[config.mk]
export PLATFORM = sky130hd
export DESIGN_NAME = tx_arbiter_module
export DESIGN_NICKNAME = d
export VERILOG_FILES = /design/src/rtl/tx_arbiter_module_pkg.sv /design/src/rtl/tx_arbiter_module.sv
export SDC_FILE = /design/constraint.sdc
export NUM_CORES = 1
export LEC_CHECK = 0
export ABC_AREA = 1
export BUFFER_PORTS_ARGS = -buffer_cell sky130_fd_sc_hd__clkbuf_2
export CAP_MARGIN = 20
export CELL_PAD_IN_SITES_DETAIL_PLACEMENT = 1
export CELL_PAD_IN_SITES_GLOBAL_PLACEMENT = 1
export CORE_UTILIZATION = 37
export CTS_CLUSTER_DIAMETER = 200
export DETAILED_ROUTE_END_ITERATION = 12
export MAX_ROUTING_LAYER = met4
export PLACE_DENSITY = 0.74
export SLEW_MARGIN = 20
export SYNTH_ARGS = -nofsm -noshare
export SYNTH_HDL_FRONTEND = slang
export SYNTH_SLANG_ARGS = --single-unit
[constraint.sdc]
create_clock -name CLK -period 1.7 [get_ports CLK]
set_clock_uncertainty 0.1 [all_clocks]
set_input_delay 0.085 -clock CLK [delete_from_list [all_inputs] [get_ports CLK]]
set_output_delay 0.085 -clock CLK [all_outputs]
set_load 0.01 [all_outputs]
[src/rtl/tx_arbiter_module_pkg.sv]
// Shared UART TX constants: default burst and idle-release limits for the
// two-channel TX arbiter that feeds tx_interface.
package tx_arbiter_module_pkg;

   // Bytes a channel may write per grant before it must re-arbitrate.
   localparam int unsigned TXARB_MAX_BURST_DEF    = 16;
   // Granted-but-idle cycles tolerated before the grant is withdrawn.
   localparam int unsigned TXARB_IDLE_TIMEOUT_DEF = 255;

endpackage : tx_arbiter_module_pkg

[src/rtl/tx_arbiter_module.sv]
// Two-channel round-robin byte arbiter in front of the UART TX FIFO.
// One channel owns the FIFO write port per grant; a grant ends on a Last
// byte, after MAX_BURST bytes, or after IDLE_TIMEOUT idle cycles. A stall
// (FIFO full while the owner requests) never ends a grant.
module tx_arbiter_module
   import tx_arbiter_module_pkg::*;
#(
   parameter int unsigned MAX_BURST    = TXARB_MAX_BURST_DEF,
   parameter int unsigned IDLE_TIMEOUT = TXARB_IDLE_TIMEOUT_DEF
) (
   input  logic       CLK,
   input  logic       RSTn,
   input  logic       Req0_Sig,
   input  logic [7:0] Data0,
   input  logic       Last0_Sig,
   output logic       Ack0_Sig,
   input  logic       Req1_Sig,
   input  logic [7:0] Data1,
   input  logic       Last1_Sig,
   output logic       Ack1_Sig,
   input  logic       Full_Sig,
   output logic       Write_Req_Sig,
   output logic [7:0] FIFO_Write_Data
);

   typedef enum logic [1:0] {
      IDLE   = 2'd0,
      GRANT0 = 2'd1,
      GRANT1 = 2'd2
   } state_e;

   // Counter values seen during the cycle that triggers release.
   localparam logic [7:0] BURST_LAST = 8'(MAX_BURST - 1);
   localparam logic [7:0] IDLE_LAST  = 8'(IDLE_TIMEOUT - 1);

   state_e     state_q;
   logic [7:0] burst_q;
   logic [7:0] idle_q;
   logic       last_grant_q;

   logic       granted;
   logic       sel_req;
   logic       sel_last;
   logic [7:0] sel_data;
   logic       xfer;
   logic       pick1;

   // Mux the owning channel's request onto a common path; reset gates the
   // transfer so outputs are 0 the instant RSTn falls.
   always_comb begin
      granted  = (state_q == GRANT0) || (state_q == GRANT1);
      sel_req  = (state_q == GRANT1) ? Req1_Sig  : Req0_Sig;
      sel_last = (state_q == GRANT1) ? Last1_Sig : Last0_Sig;
      sel_data = (state_q == GRANT1) ? Data1     : Data0;
      xfer     = RSTn && granted && sel_req && !Full_Sig;
      // Channel 1 wins when alone, or on contention if channel 0 went last.
      pick1    = Req1_Sig && (!Req0_Sig || !last_grant_q);
   end

   // Write strobe, data and acks are combinational from the transfer term.
   always_comb begin
      Write_Req_Sig   = xfer;
      FIFO_Write_Data = xfer ? sel_data : 8'h00;
      Ack0_Sig        = xfer && (state_q == GRANT0);
      Ack1_Sig        = xfer && (state_q == GRANT1);
   end

   // Grant FSM with burst/idle counters and round-robin history.
   always_ff @(posedge CLK or negedge RSTn) begin
      if (!RSTn) begin
         state_q      <= IDLE;
         burst_q      <= 8'h00;
         idle_q       <= 8'h00;
         last_grant_q <= 1'b1;
      end else begin
         case (state_q)
            IDLE: begin
               if (Req0_Sig || Req1_Sig) begin
                  state_q      <= pick1 ? GRANT1 : GRANT0;
                  last_grant_q <= pick1;
                  burst_q      <= 8'h00;
                  idle_q       <= 8'h00;
               end
            end
            GRANT0, GRANT1: begin
               if (xfer) begin
                  burst_q <= burst_q + 8'd1;
                  idle_q  <= 8'h00;
                  // Last and burst limit together still release only once.
                  if (sel_last || (burst_q == BURST_LAST)) state_q <= IDLE;
               end else if (!sel_req) begin
                  idle_q <= idle_q + 8'd1;
                  if (idle_q == IDLE_LAST) state_q <= IDLE;
               end
               // Stall: counters and grant hold.
            end
            default: state_q <= IDLE;
         endcase
      end
   end

endmodule : tx_arbiter_module

==> out/metrics.yaml <==
sta:
  maxSlewViolCount: 0
  holdWs_ns: 0.181
  max_freq_ghz: 0.519
  timing.final.crit_share_pct: 113
  fin_ws_ns: -0.228
  worstMarginPinSlew_ns: 0.280
  slew_headroom_pct: 81.3
  finalSetupViolCount: 29
  final.min_clock_period_ns: 1.93
  final-hold-violation-count: 0
  rsz0062_at_grt: "true"
setup_path:
  reg2reg_depth: 12
  r2r_start: "state_q[1]"
  cp_max_fo: 8
  reg2reg_slack_ns: -0.22
  cp_cell_sequence: "inv_2 -> ha_4 -> inv_4 -> nor2_4 -> nand2_4 -> buf_8 -> a21oi_2 -> buf_2"
  crit_required_ns: 1.51
  cp-start-kind: "flip-flop"
  crit_slowest_cell: "dfrtp_1"
  critPathArrivalTime_ns: 1.74
  rr_endpoint: "burst_q[3]"
  critPathLaunch: "state_q[1]"
  max_stage_delay_ns: 0.45
  cp-end-kind: "primary output"
  path_class: "reg -> out"
status:
  status: "finished with violations"
  violations: "negative setup slack"
clock_network:
  cts-buffers-inserted: 3
  clk_path_buf_depth: 2
  clkLatencyLatePin_ns: 0.26
  clock_tree.root_cell: "clkbuf_8"
  clk_pin_slew_ns: 0.08
  cts-htree-levels: 1
  clock-sinks: 19
  cts_tree: "done"
grt:
  antenna_found_initial: 0
  grt_pass1_vias: 1642
  overflow: 0
  grt_max_degree: 17
  grt.total_usage_pct: 23.1
  grt_pass1_wl_mm: 7.33
final_layout:
  fin_util_pct: 60.8
  drive_above_1_share_pct: 49.8
  nNetsFinal: 301
  n_antenna_cell: 0
  areaGrowthSynthToFinish_pct: 55.6
  fin_area_um2: 2240
routing:
  wl_mm: 5.61
  drt-pass1-iter-count: 4
  viasPerCell: 5.25
  wl_per_cell_um: 17.6
  drt_iter0_markers: 87
  vias: 1676
  final_antenna_net_count: 0
  drc_errors: 0
synthesis:
  syn_avg_cell_area_um2: 7.03
  ys_types: 27
  synth-seq-cells: 19
  yosysWarnings: 0
  synth_seq_area_share_pct: 33.1
  syn_area_um2: 1440
  syn_nets: 234
  synth_cells: 205
flow_run:
  drv_cap: 0
placed_design:
  place_ws_ns: -0.0921
  hpwl_mm: 3.35
  portBuffers: 33
  gp_congestion: 0.747
  place_area_um2: 1780
power:
  powerDensity_nw_per_um2: 1490
  pwr-share-clk_pct: 9.8
  p_leak_nw: 1.12
  pwr-share-seq_pct: 18.7
  netSwitchingFraction_pct: 48.6
  intPower_mw: 1.72
  p_comb_share_pct: 71.5
  p_sw_mw: 1.63
  max-vdd-ir-drop_mv: 0.735
  total_power_mw: 3.35
die:
  ios: 34
  rows: 22
  coreArea_um2: 3690
  die-area_um2: 4150
  dieHeight_um: 64.4
  dieWidth_um: 64.4
  floorplan.initialDensity_pct: 39.1
hold_path:
  hold_class: "in -> async"
worst max-delay path: cells and delay by family (launching register included):
family | cells | cell delay, ns
flops | 1 | 0.45
compound gates | 1 | 0.12
buf+inv | 4 | 0.44
simple gates | 2 | 0.16
fa+ha+maj | 1 | 0.31
per-layer routing:
metal,track usage (%),vias to the layer above,part of all wire [%]
met4,3.61,0,2.2
met5,-,-,0
met2,43.3,51,54
li1,-,788,-
met1,26.9,819,40
met3,2.64,18,3.3
cells in the mapped netlist:
library cell  number  share of area, %
nand4_1            6               2.6
xor2_1             4               2.4
ha_1               6               5.2
xnor2_1            1              0.61
buf_6              1              0.78
nor2_2             3               1.3
nor2_1            15               3.9
buf_4              3               1.6
nand3b_1           1              0.52
nand3_1           15               5.2
a21oi_1           11               3.8
nand2_1           68                18
dfrtp_1           18                31
inv_2              5               1.3
o21ai_0            1              0.35
nand2_2            3               1.3
dfstp_2            1               1.8
and2_1             1              0.43
nand2_4            4               3.1
nor2_4             2               1.6
nor3_4             1               1.1
o21ai_2            1              0.61
nand3_2            3               2.1
o21ai_1           10               3.5
or2_2              1              0.43
inv_1             19               4.9
a21o_1             1              0.52
worst max-delay path by stage:
| stage | to | slack, ns |
|---|---|---|
| after global placement | FIFO_Write_Data[1] | -0.04 |
| final | FIFO_Write_Data[5] | -0.23 |
| after global routing | FIFO_Write_Data[5] | -0.30 |
| after CTS | FIFO_Write_Data[2] | -0.15 |
| after floorplan | idle_q[5] | 0.13 |
| after detailed placement | FIFO_Write_Data[1] | -0.09 |
power by group through the flow:
stage / Sequential, mW / Clock, mW / Combinational [mW]
CTS: 0.611 / 0.332 / 1.68
global route: 0.635 / 0.361 / 2.54
finish: 0.625 / 0.328 / 2.40
global placement: 0.611 / 0 / 1.40
floorplan: 0.599 / 0 / 0.886
detailed placement: 0.617 / 0 / 1.43
through the flow:
| step | cells | setup TNS, ns |
|---|---|---|
| 2_1_floorplan | 205 | 0 |
| 3_3_place_gp | 302 | -0.300 |
| 3_5_place_dp | 302 | -1.14 |
| 4_1_cts | 312 | -1.84 |
| 5_1_grt | 319 | -6.08 |
| 6_report | 319 | -4.50 |
what timing repair did:
action | in CTS | in global routing
endpoints found under the hold margin | 18 | 0
pin swaps | 5 | 16
gates resized for setup | 29 | 59
hold buffers | 1 | 0
gates cloned | 0 | 1
setup buffers | 5 | 6
setup endpoints to repair | 29 | 29
sequential cells by signal (all words and copies together) (netlist names):
signal / flops
burst_q: 8
idle_q: 8
last_grant_q: 1
state_q: 2
logic make-up after synthesis:
group | count (synthesis) | share of synthesized area, %
xor+xnor | 5 | 3.04
simple gates | 123 | 41.3
flops | 19 | 33.1
fa+ha+maj | 6 | 5.21
buf+inv | 28 | 8.59
compound gates | 24 | 8.77
cell usage in the layout, fill, tap and decap left out, drive strengths merged, types with 4 or more instances in the layout:
cell | synthesis | routed
nand2 | 75 | 76
buf | 4 | 41
clkbuf | 0 | 26
inv | 24 | 23
nor2 | 20 | 20
dfrtp | 18 | 18
nand3 | 18 | 18
o21ai | 12 | 12
a21oi | 11 | 11
nand4 | 6 | 6
ha | 6 | 6
xor2 | 4 | 4
area by class of cell:
type / count / area (um^2)
Fill cell: 458 / 1450
Multi-Input combinational cell: 159 / 1110
Sequential cell: 19 / 477
Timing Repair Buffer: 65 / 449
Inverter: 24 / 104
Tap cell: 48 / 60.1
Clock buffer: 3 / 41.3
Clock inverter: 1 / 5.00
No activity file was read; power rests on OpenSTA's default activity.
